File: src/rtl/dmem_pkg.sv
// dmem_pkg: shared types and constants for the byte-serial data memory
// responder.
//   dmem_state_e     : responder FSM states (IDLE / XFER / DONE)
//   SIZE_* / RW_*    : encodings of the m_size / m_rw request fields
//   DMEM_DEPTH_DEF   : default data store size in bytes
//   word_lane()      : big-endian byte lane select (lane 0 = bits [31:24])
package dmem_pkg;

   localparam int DMEM_DEPTH_DEF = 256;

   localparam logic SIZE_BYTE = 1'b1;
   localparam logic SIZE_WORD = 1'b0;
   localparam logic RW_READ   = 1'b0;
   localparam logic RW_WRITE  = 1'b1;

   typedef enum logic [1:0] {
      ST_IDLE = 2'd0,
      ST_XFER = 2'd1,
      ST_DONE = 2'd2
   } dmem_state_e;

   function automatic logic [7:0] word_lane(input logic [31:0] w, input logic [1:0] idx);
      logic [7:0] b;
      case (idx)
         2'd0:    b = w[31:24];
         2'd1:    b = w[23:16];
         2'd2:    b = w[15:8];
         default: b = w[7:0];
      endcase
      return b;
   endfunction

endpackage

File: src/rtl/dmem_byte_array.sv
// dmem_byte_array: DEPTH x 8 data store.
//   clk   : write clock
//   we    : write enable, byte written on the rising edge
//   addr  : byte address shared by read and write port
//   wdata : byte to write
//   rdata : combinational read of mem[addr]
// The array has no reset; contents survive a responder reset.
module dmem_byte_array #(
   parameter int DEPTH = 256,
   parameter int AW    = 8
) (
   input  logic          clk,
   input  logic          we,
   input  logic [AW-1:0] addr,
   input  logic [7:0]    wdata,
   output logic [7:0]    rdata
);

   logic [7:0] mem [DEPTH];

   always_ff @(posedge clk) begin
      if (we) begin
         mem[addr] <= wdata;
      end
   end

   assign rdata = mem[addr];

endmodule

File: src/rtl/data_mem_responder.sv
// data_mem_responder: byte-serial data memory responder for MEM-stage
// requests. One byte moves per clock; words are big-endian (lowest address
// in DataOut[31:24]).
//   CLK, CLR          : clock, asynchronous active-low reset
//   m_enable          : request valid, only sampled in IDLE
//   m_rw, m_size      : 1 = store / 0 = load, 1 = byte / 0 = word
//   Address, DataIn   : byte address (low ADDR_W bits used), store data
//   DataOut           : load result, held until the next load completes
//   busy, done        : state != IDLE, one-cycle completion pulse
//   align_err         : one-cycle pulse with done on a misaligned word request
// Optional feature macro: DMEM_ALIGN_ERR_EN. When defined, misaligned word
// requests skip the transfer and report align_err; when undefined, word
// addresses are forced to a 4-byte boundary and align_err is tied low.
//
// state   | meaning
// --------+----------------------------------------------------------
// ST_IDLE | waiting for m_enable; request fields latched on accept
// ST_XFER | one byte per edge at base+cnt, until cnt == last
// ST_DONE | done (and align_err) high for this one cycle
module data_mem_responder
   import dmem_pkg::*;
#(
   parameter int MEM_DEPTH = DMEM_DEPTH_DEF,
   parameter int ADDR_W    = $clog2(MEM_DEPTH)
) (
   input  logic        CLK,
   input  logic        CLR,
   input  logic        m_enable,
   input  logic        m_rw,
   input  logic        m_size,
   input  logic [31:0] Address,
   input  logic [31:0] DataIn,
   output logic [31:0] DataOut,
   output logic        busy,
   output logic        done,
   output logic        align_err
);

   dmem_state_e       state_q;
   logic [1:0]        cnt_q;
   logic [1:0]        last_q;
   logic [ADDR_W-1:0] base_q;
   logic [31:0]       wdata_q;
   logic              rw_q;
   logic              size_q;
   logic [23:0]       shift_q;
   logic [31:0]       dout_q;
   logic              done_q;
   logic              aerr_q;

   logic [ADDR_W-1:0] req_addr;
   logic [ADDR_W-1:0] mem_addr;
   logic [7:0]        mem_rdata;
   logic [7:0]        mem_wdata;
   logic              mem_we;
   logic              misalign;

   // Address bits above ADDR_W are deliberately ignored (address wrap).
   logic unused_addr_hi;
   assign unused_addr_hi = ^Address[31:ADDR_W];

`ifdef DMEM_ALIGN_ERR_EN
   assign misalign = (m_size == SIZE_WORD) && (Address[1:0] != 2'b00);
   assign req_addr = Address[ADDR_W-1:0];
`else
   assign misalign = 1'b0;
   assign req_addr = (m_size == SIZE_WORD) ? {Address[ADDR_W-1:2], 2'b00}
                                           : Address[ADDR_W-1:0];
`endif

   // In IDLE the read port looks at the incoming request so a misaligned
   // word load can return its single byte on the accepting edge.
   assign mem_addr  = (state_q == ST_IDLE) ? req_addr : (base_q + ADDR_W'(cnt_q));
   assign mem_we    = (state_q == ST_XFER) && (rw_q == RW_WRITE);
   assign mem_wdata = (size_q == SIZE_BYTE) ? wdata_q[7:0] : word_lane(wdata_q, cnt_q);

   dmem_byte_array #(
      .DEPTH (MEM_DEPTH),
      .AW    (ADDR_W)
   ) u_array (
      .clk   (CLK),
      .we    (mem_we),
      .addr  (mem_addr),
      .wdata (mem_wdata),
      .rdata (mem_rdata)
   );

   always_ff @(posedge CLK or negedge CLR) begin
      if (!CLR) begin
         state_q <= ST_IDLE;
         cnt_q   <= 2'd0;
         last_q  <= 2'd0;
         base_q  <= '0;
         wdata_q <= 32'd0;
         rw_q    <= RW_READ;
         size_q  <= SIZE_WORD;
         shift_q <= 24'd0;
         dout_q  <= 32'd0;
         done_q  <= 1'b0;
         aerr_q  <= 1'b0;
      end else begin
         done_q <= 1'b0;
         aerr_q <= 1'b0;
         case (state_q)
            ST_IDLE: begin
               if (m_enable) begin
                  base_q  <= req_addr;
                  wdata_q <= DataIn;
                  rw_q    <= m_rw;
                  size_q  <= m_size;
                  cnt_q   <= 2'd0;
                  last_q  <= (m_size == SIZE_BYTE) ? 2'd0 : 2'd3;
                  if (misalign) begin
                     state_q <= ST_DONE;
                     done_q  <= 1'b1;
                     aerr_q  <= 1'b1;
                     if (m_rw == RW_READ) begin
                        dout_q <= {24'd0, mem_rdata};
                     end
                  end else begin
                     state_q <= ST_XFER;
                  end
               end
            end
            ST_XFER: begin
               if (rw_q == RW_READ) begin
                  shift_q <= {shift_q[15:0], mem_rdata};
               end
               if (cnt_q == last_q) begin
                  state_q <= ST_DONE;
                  done_q  <= 1'b1;
                  // Final byte comes straight from the array so DataOut is
                  // valid in the same cycle as done.
                  if (rw_q == RW_READ) begin
                     dout_q <= (size_q == SIZE_BYTE) ? {24'd0, mem_rdata}
                                                     : {shift_q, mem_rdata};
                  end
               end else begin
                  cnt_q <= cnt_q + 2'd1;
               end
            end
            ST_DONE: begin
               state_q <= ST_IDLE;
            end
            default: begin
               state_q <= ST_IDLE;
            end
         endcase
      end
   end

   assign busy      = (state_q != ST_IDLE);
   assign done      = done_q;
   assign DataOut   = dout_q;
   assign align_err = aerr_q;

endmodule

File: config.mk
export PLATFORM = sky130hd
export DESIGN_NAME = data_mem_responder
export DESIGN_NICKNAME = d
export VERILOG_FILES = /design/src/rtl/dmem_pkg.sv /design/src/rtl/dmem_byte_array.sv /design/src/rtl/data_mem_responder.sv
export SDC_FILE = /design/constraint.sdc
export NUM_CORES = 2
export LEC_CHECK = 0
export CORE_MARGIN = 2
export CORE_UTILIZATION = 45
export CTS_CLUSTER_SIZE = 12
export DETAILED_ROUTE_END_ITERATION = 8
export GPL_TIMING_DRIVEN = 0
export MAX_ROUTING_LAYER = met4
export SYNTH_ARGS = -nofsm -noshare
export SYNTH_HDL_FRONTEND = slang
export SYNTH_SLANG_ARGS = --single-unit
File: constraint.sdc
create_clock -name CLK -period 25.7 [get_ports CLK]
set_input_delay 7.71 -clock CLK [delete_from_list [all_inputs] [get_ports CLK]]
set_output_delay 7.71 -clock CLK [all_outputs]
set_load 0.05 [all_outputs]
[Word-level counts from Yosys, hierarchy flattened]
Memories as Yosys holds them, arrays and structs flattened.
Index checks and enable logic that the tools add are counted.
Operators by class
  equal/unequal tests: 7
  reductions and logical operators: 10
  bitwise operators: 1
  multiplexer cells: 16
  add/sub/neg operators: 2
Operator list (count)
  $mux 32: 1
  $pmux 8 s3: 1
  $mux 8: 2
  $mux 2: 6
  $add 8x2->8: 1
  $pmux 2 s2: 2
  $reduce_and 2->1: 3
  $reduce_and 3->1: 2
  $eq 2x1->1 const B: 2
  $logic_not 2->1: 2
  $mux 1: 4
  $ne 2x2->1 const B: 2
  $reduce_bool 2->1: 2
  $add 2x1->2 const B: 1
  $eq 2x2->1: 1
  $eq 2x2->1 const B: 1
  $ne 2x1->1 const B: 1
  $logic_and 1x1->1: 1
  $not 1->1: 1
Word-level totals
  word-level logic and storage cells: 47
  output and inout port bits: 35
  flip-flop bits (word level): 105
  memories: 1
  bits in writable memories: 2048
Memory list
  u_array.mem: depth 256, bits a word 8, rd ports 1, clocked after memory_dff 0, write ports 1, line dmem_byte_array.sv:19  | logic [7:0] mem [DEPTH];

[Longest topological paths before layout]
  word-level depth: 4
  gate-level depth with buffers: 14

[Cells and area by module]
A second synthesis with hierarchy kept.
Second synthesis, totals
  cell total of the unflattened synthesis: 3883
  area total of the unflattened synthesis: 82894.5 µm²
By module, submodules not included
  dmem_byte_array: seq. area each 61499.0 µm², times used 1, area each 78332.6 µm², cells each 3539
  data_mem_responder: seq. area each 2602.5 µm², times used 1, area each 4561.9 µm², cells each 344

[Worst setup path after synthesis]
Ideal clock, no wire load.
  path kind: register -> register
  start point: reg cnt_q[0]
  end point: mem u_array.mem[0][5] (data pin)
  cell stages (with the launch flop): 6
  setup time: 2188 ps
  path slack: 12307 ps
  clock period less this slack: 13393 ps
  data arrival time: 11205 ps
  path buffers: 2
  path through: dfrtp_1 -> ha_1 -> or2_2 -> clkbuf_1 -> clkbuf_1 -> o21ai_0
On the way
  word-level cells in the longest chain between the ends: 3
  elaborated cells between the ends (all ways): 5
  those cells by class: 2 x eq/ne; 2 x mux; 1 x reduce/logical
RTL lines
  start, declared: line data_mem_responder.sv:40  | logic [1:0] cnt_q;
  start signal, assigned: line data_mem_responder.sv:139  | cnt_q <= cnt_q + 2'd1;
  $eq 2x2->1 (tied with other cells): line dmem_pkg.sv:24  | case (idx)
  $pmux 8 s3 *: line dmem_pkg.sv:24
  $mux 8 *: line data_mem_responder.sv:75  | assign mem_wdata = (size_q == SIZE_BYTE) ? wdata_q[7:0] : word_lane(wdata_q, cnt_q);
  via mem_wdata[5]: line data_mem_responder.sv:54  | logic [7:0] mem_wdata;
  end, declared: line dmem_byte_array.sv:19
Mark *: on every way through the listed nets, which the timed path passes. The rest lies on a longest branch.

[Worst setup path after layout]
  start point: in m_size
  end point: reg shift_q[3]
On the way
  word-level cells in the longest chain between the ends: 3
RTL lines
  start, declared: line data_mem_responder.sv:30  | input logic m_size,
  $mux 2: line data_mem_responder.sv:67  | assign req_addr = (m_size == SIZE_WORD) ? {Address[ADDR_W-1:2], 2'b00}
  $mux 8: line data_mem_responder.sv:73  | assign mem_addr = (state_q == ST_IDLE) ? req_addr : (base_q + ADDR_W'(cnt_q));
  $mem_v2 256x8
  end signal, assigned: line data_mem_responder.sv:127  | shift_q <= {shift_q[15:0], mem_rdata};
  end, declared: line data_mem_responder.sv:46  | logic [23:0] shift_q;
No other way between the ends.
A chain may end at the register's enable or synchronous reset.

==> impl_metrics.env <==
export IMPL_synth_top_family_by_area="compound AO/OA/AOI/OAI gates"
export IMPL_syn_nets=6239
export IMPL_syn_area_per_cell_um2=14.1
export IMPL_wl_per_cell_um=37.9
export IMPL_post_synth_top_area_fraction=0.706
export IMPL_grt_pass1_wl_mm=472
export IMPL_vias_per_cell=6.64
export IMPL_tns_ns=0
export IMPL_path_cells="clkdlybuf4s50_1 -> nand4bb_1 -> buf_2 -> buf_6 -> clkbuf_1 -> clkbuf_1 -> clkbuf_1 -> and3_1 -> a211oi_1 -> o21ai_1 -> o211ai_1 -> nor4_1 -> nor4_2 -> buf_6 -> a31oi_1"
export IMPL_clk_path_buf_depth=3
export IMPL_drtIter0Drc=10100
export IMPL_synth_ff_type="edfxtp_1"
export IMPL_h_tree_depth=4
export IMPL_grt_overflow=0
export IMPL_ios=104
export IMPL_multi_input_area_mm2=0.0209
export IMPL_track_usage=0.361
export IMPL_period_share=0.524
export IMPL_seq_area_frac_synth=0.736
export IMPL_worstSetupStartpoint="m_size"
export IMPL_cp_slowest_stage_delay_ns=1.36
export IMPL_hp_class="register to register"
export IMPL_relSlewSlack=-0.151
export IMPL_grt_pass1_vias=57400
export IMPL_drv_cap=7
export IMPL_grt_max_degree=61
export IMPL_cp_num_buf_inv=7
export IMPL_hp_start="DataOut[27]$_DFFE_PN0P_"
export IMPL_synth_fa_ha_area_frac=0.00109
export IMPL_r2r_cells=14
export IMPL_synth_compound_area_frac=0.119
export IMPL_r2r_slack_ns=19.25
export IMPL_ant_nets=0
export IMPL_cts_setup_buffers=0
export IMPL_cts_root_buffer="clkbuf_16"
export IMPL_io_buffers=78
export IMPL_fmax_mhz=74.3
export IMPL_dp_hpwl_mm=256
export IMPL_arrival_ns=14.28
export IMPL_synth_seq_cells=2152
export IMPL_r2r_start="state_q[0]$_DFFE_PN0P_"
export IMPL_hold_violations=0
export IMPL_antenna_found_initial=45
export IMPL_areaGrowthSynthToFinish_pct=14.7
export IMPL_crit_fanout=10
export IMPL_layout_drive_gt1_share=0.110
export IMPL_die_x_um=444
export IMPL_rsz0062_at_grt="no"
export IMPL_synth_cells=6163
export IMPL_synthSimpleGateAreaFrac=0.109
export IMPL_crit_slowest_cell="nor4_1"
export IMPL_cts_hold_buf=0
export IMPL_vias=61600
export IMPL_status="finished with violations"
export IMPL_drc=0
export IMPL_path_class="primary input to register"
export IMPL_critPathTopFamily="buffers and inverters"
export IMPL_fill_cells=16000
export IMPL_cp_start_kind="primary input"
export IMPL_cts_tree="built"
export IMPL_syn_area_mm2=0.0871
export IMPL_cts_sinks=2152
export IMPL_synth_edf_count=2048
export IMPL_cts_repair_resized=0
export IMPL_clock_skew_ns=0.0499
export IMPL_path_clk_slew_ns=0.06
export IMPL_holdPathStages=2
export IMPL_start_util=0.453
export IMPL_numCtsBuffers=219
export IMPL_yosysUniqueCellTypes=77
export IMPL_yosysWarnings=0
export IMPL_dieArea_mm2=0.197
export IMPL_nNetsFinal=6637
export IMPL_core_region_area_mm2=0.192
export IMPL_crit_top_cell="clkbuf_1"
export IMPL_synthXorXnorAreaFrac=0.000101
export IMPL_clock_latency_ns=0.91
export IMPL_synth_area_leaders="edfxtp_1 (71%), a211oi_1 (5.4%), and3_1 (4.4%)"
export IMPL_synth_top_cell_by_area="edfxtp_1"
export IMPL_critical_path_required_ns=26.51
export IMPL_end_kind="register"
export IMPL_synthArstFlopShare=0.0483
export IMPL_dr_pass1_iters=6
export IMPL_cp_num_cells=15
export IMPL_synth_mux_area_fraction=0.00735
export IMPL_wirelength_mm=352
export IMPL_slew_viol_final=52
export IMPL_die_y_um=444
export IMPL_violations="capacitance limit, slew limit"
export IMPL_fin_crit_ns=13.46
export IMPL_rows=161
export IMPL_worst_pin_slew_ns=1.71
export IMPL_setup_violations=0
export IMPL_seqCellArea_mm2=0.0641
export IMPL_gp_congestion=1.02
==> registers in the layout, indices dropped and copies added (netlist names) <==
signal       count
DataOut         32
base_q           8
cnt_q            2
done             1
last_q           1
rw_q             1
shift_q         24
size_q           1
state_q          2
u_array.mem   2048
wdata_q         32
==> synthesized netlist by cell type (12+ instances only) <==
| cell | count |
|---|---|
| and3_1 | 610 |
| o211ai_1 | 32 |
| o2111ai_1 | 16 |
| o21ai_1 | 12 |
| o211a_1 | 28 |
| nor4_1 | 51 |
| o22ai_1 | 125 |
| nand4_1 | 15 |
| o21bai_1 | 28 |
| buf_4 | 39 |
| nand2_1 | 847 |
| edfxtp_1 | 2048 |
| a311oi_1 | 20 |
| mux2_2 | 56 |
| a31oi_1 | 381 |
| nand3_1 | 75 |
| a211oi_1 | 621 |
| o221a_2 | 14 |
| o21ai_0 | 68 |
| buf_2 | 185 |
| buf_1 | 39 |
| or4_1 | 19 |
| o22a_1 | 28 |
| a22o_1 | 17 |
| nor2_1 | 292 |
| nor3_1 | 15 |
| clkbuf_1 | 266 |
| dfrtp_1 | 104 |
==> placed cells by master (no fill, tap or decap), drive strengths merged, types with 86 or more instances in the layout <==
cell and instances:
edfxtp 2048, nand2 850, a211oi 621, and3 611, clkbuf 560, a31oi 382, buf 368, nor2 293
o22ai 125, dfrtp 104, o21ai 86
==> cells by family (layout without fill, tap and decap cells) <==
kind of cell,Yosys count,in the layout
muxes,57,57
xor gates and xnor gates,1,1
DFF,2152,2152
and+or+nand+nor,1962,1962
other,1,39
adders and majority gates,7,7
AOI/OAI and AO/OA,1445,1445
buffers and inverters,538,1090
==> layer usage <==
layer / vias up / GRT usage / part of all wire / wire [µm]
met2: 4445 / 0.506 / 0.43 / 150000
met1: 31300 / 0.469 / 0.38 / 134000
li1: 25000 / - / - / -
met5: - / - / 0 / 0
met3: 882 / 0.116 / 0.13 / 45900
met4: 0 / 0.190 / 0.060 / 21200
==> worst paths after layout <==
kind                                                 to
worst max-delay path             shift_q[3]$_DFFE_PN0P_
worst min-delay path            DataOut[27]$_DFFE_PN0P_
worst max register to register   shift_q[3]$_DFFE_PN0P_
worst min register to register  DataOut[27]$_DFFE_PN0P_
max in group asynchronous         base_q[1]$_DFFE_PN0P_
min in group asynchronous       DataOut[12]$_DFFE_PN0P_
==> worst min-delay path: cells and delay by family, from the launching register on <==
family | cells | cell delay, ns
flops | 1 | 0.34
simple gates | 2 | 0.10
==> per-stage QoR <==
stage | area, µm² | util | instances | setup slack (ns) | hold WS, ns
after floorplan | 87100 | - | 6163 | 12.31 | 0.454
after global placement | 91100 | 0.473 | 8767 | -7.03 | 0.458
after detailed placement | 93200 | 0.485 | 8864 | 11.93 | 0.457
after CTS | 99800 | 0.519 | 9239 | 12.84 | 0.471
after global routing | 99900 | 0.519 | 9265 | 12.69 | 0.493
final | 99900 | 0.519 | 9279 | 12.24 | 0.465
==> cell type report <==
cell class / instances / share of cell area
inverter: 4 / 0.000175
clock inverter: 81 / 0.00808
tap: 2526 / 0.0316
buffer: 534 / 0.0243
clock buffer: 294 / 0.0579
multi-input combinational: 3473 / 0.209
timing repair buffer: 177 / 0.0268
sequential: 2152 / 0.641
antenna: 38 / 0.000952
Power is not shown: default switching activity piles up to over one toggle a cycle in this logic, so the estimate is an artifact.
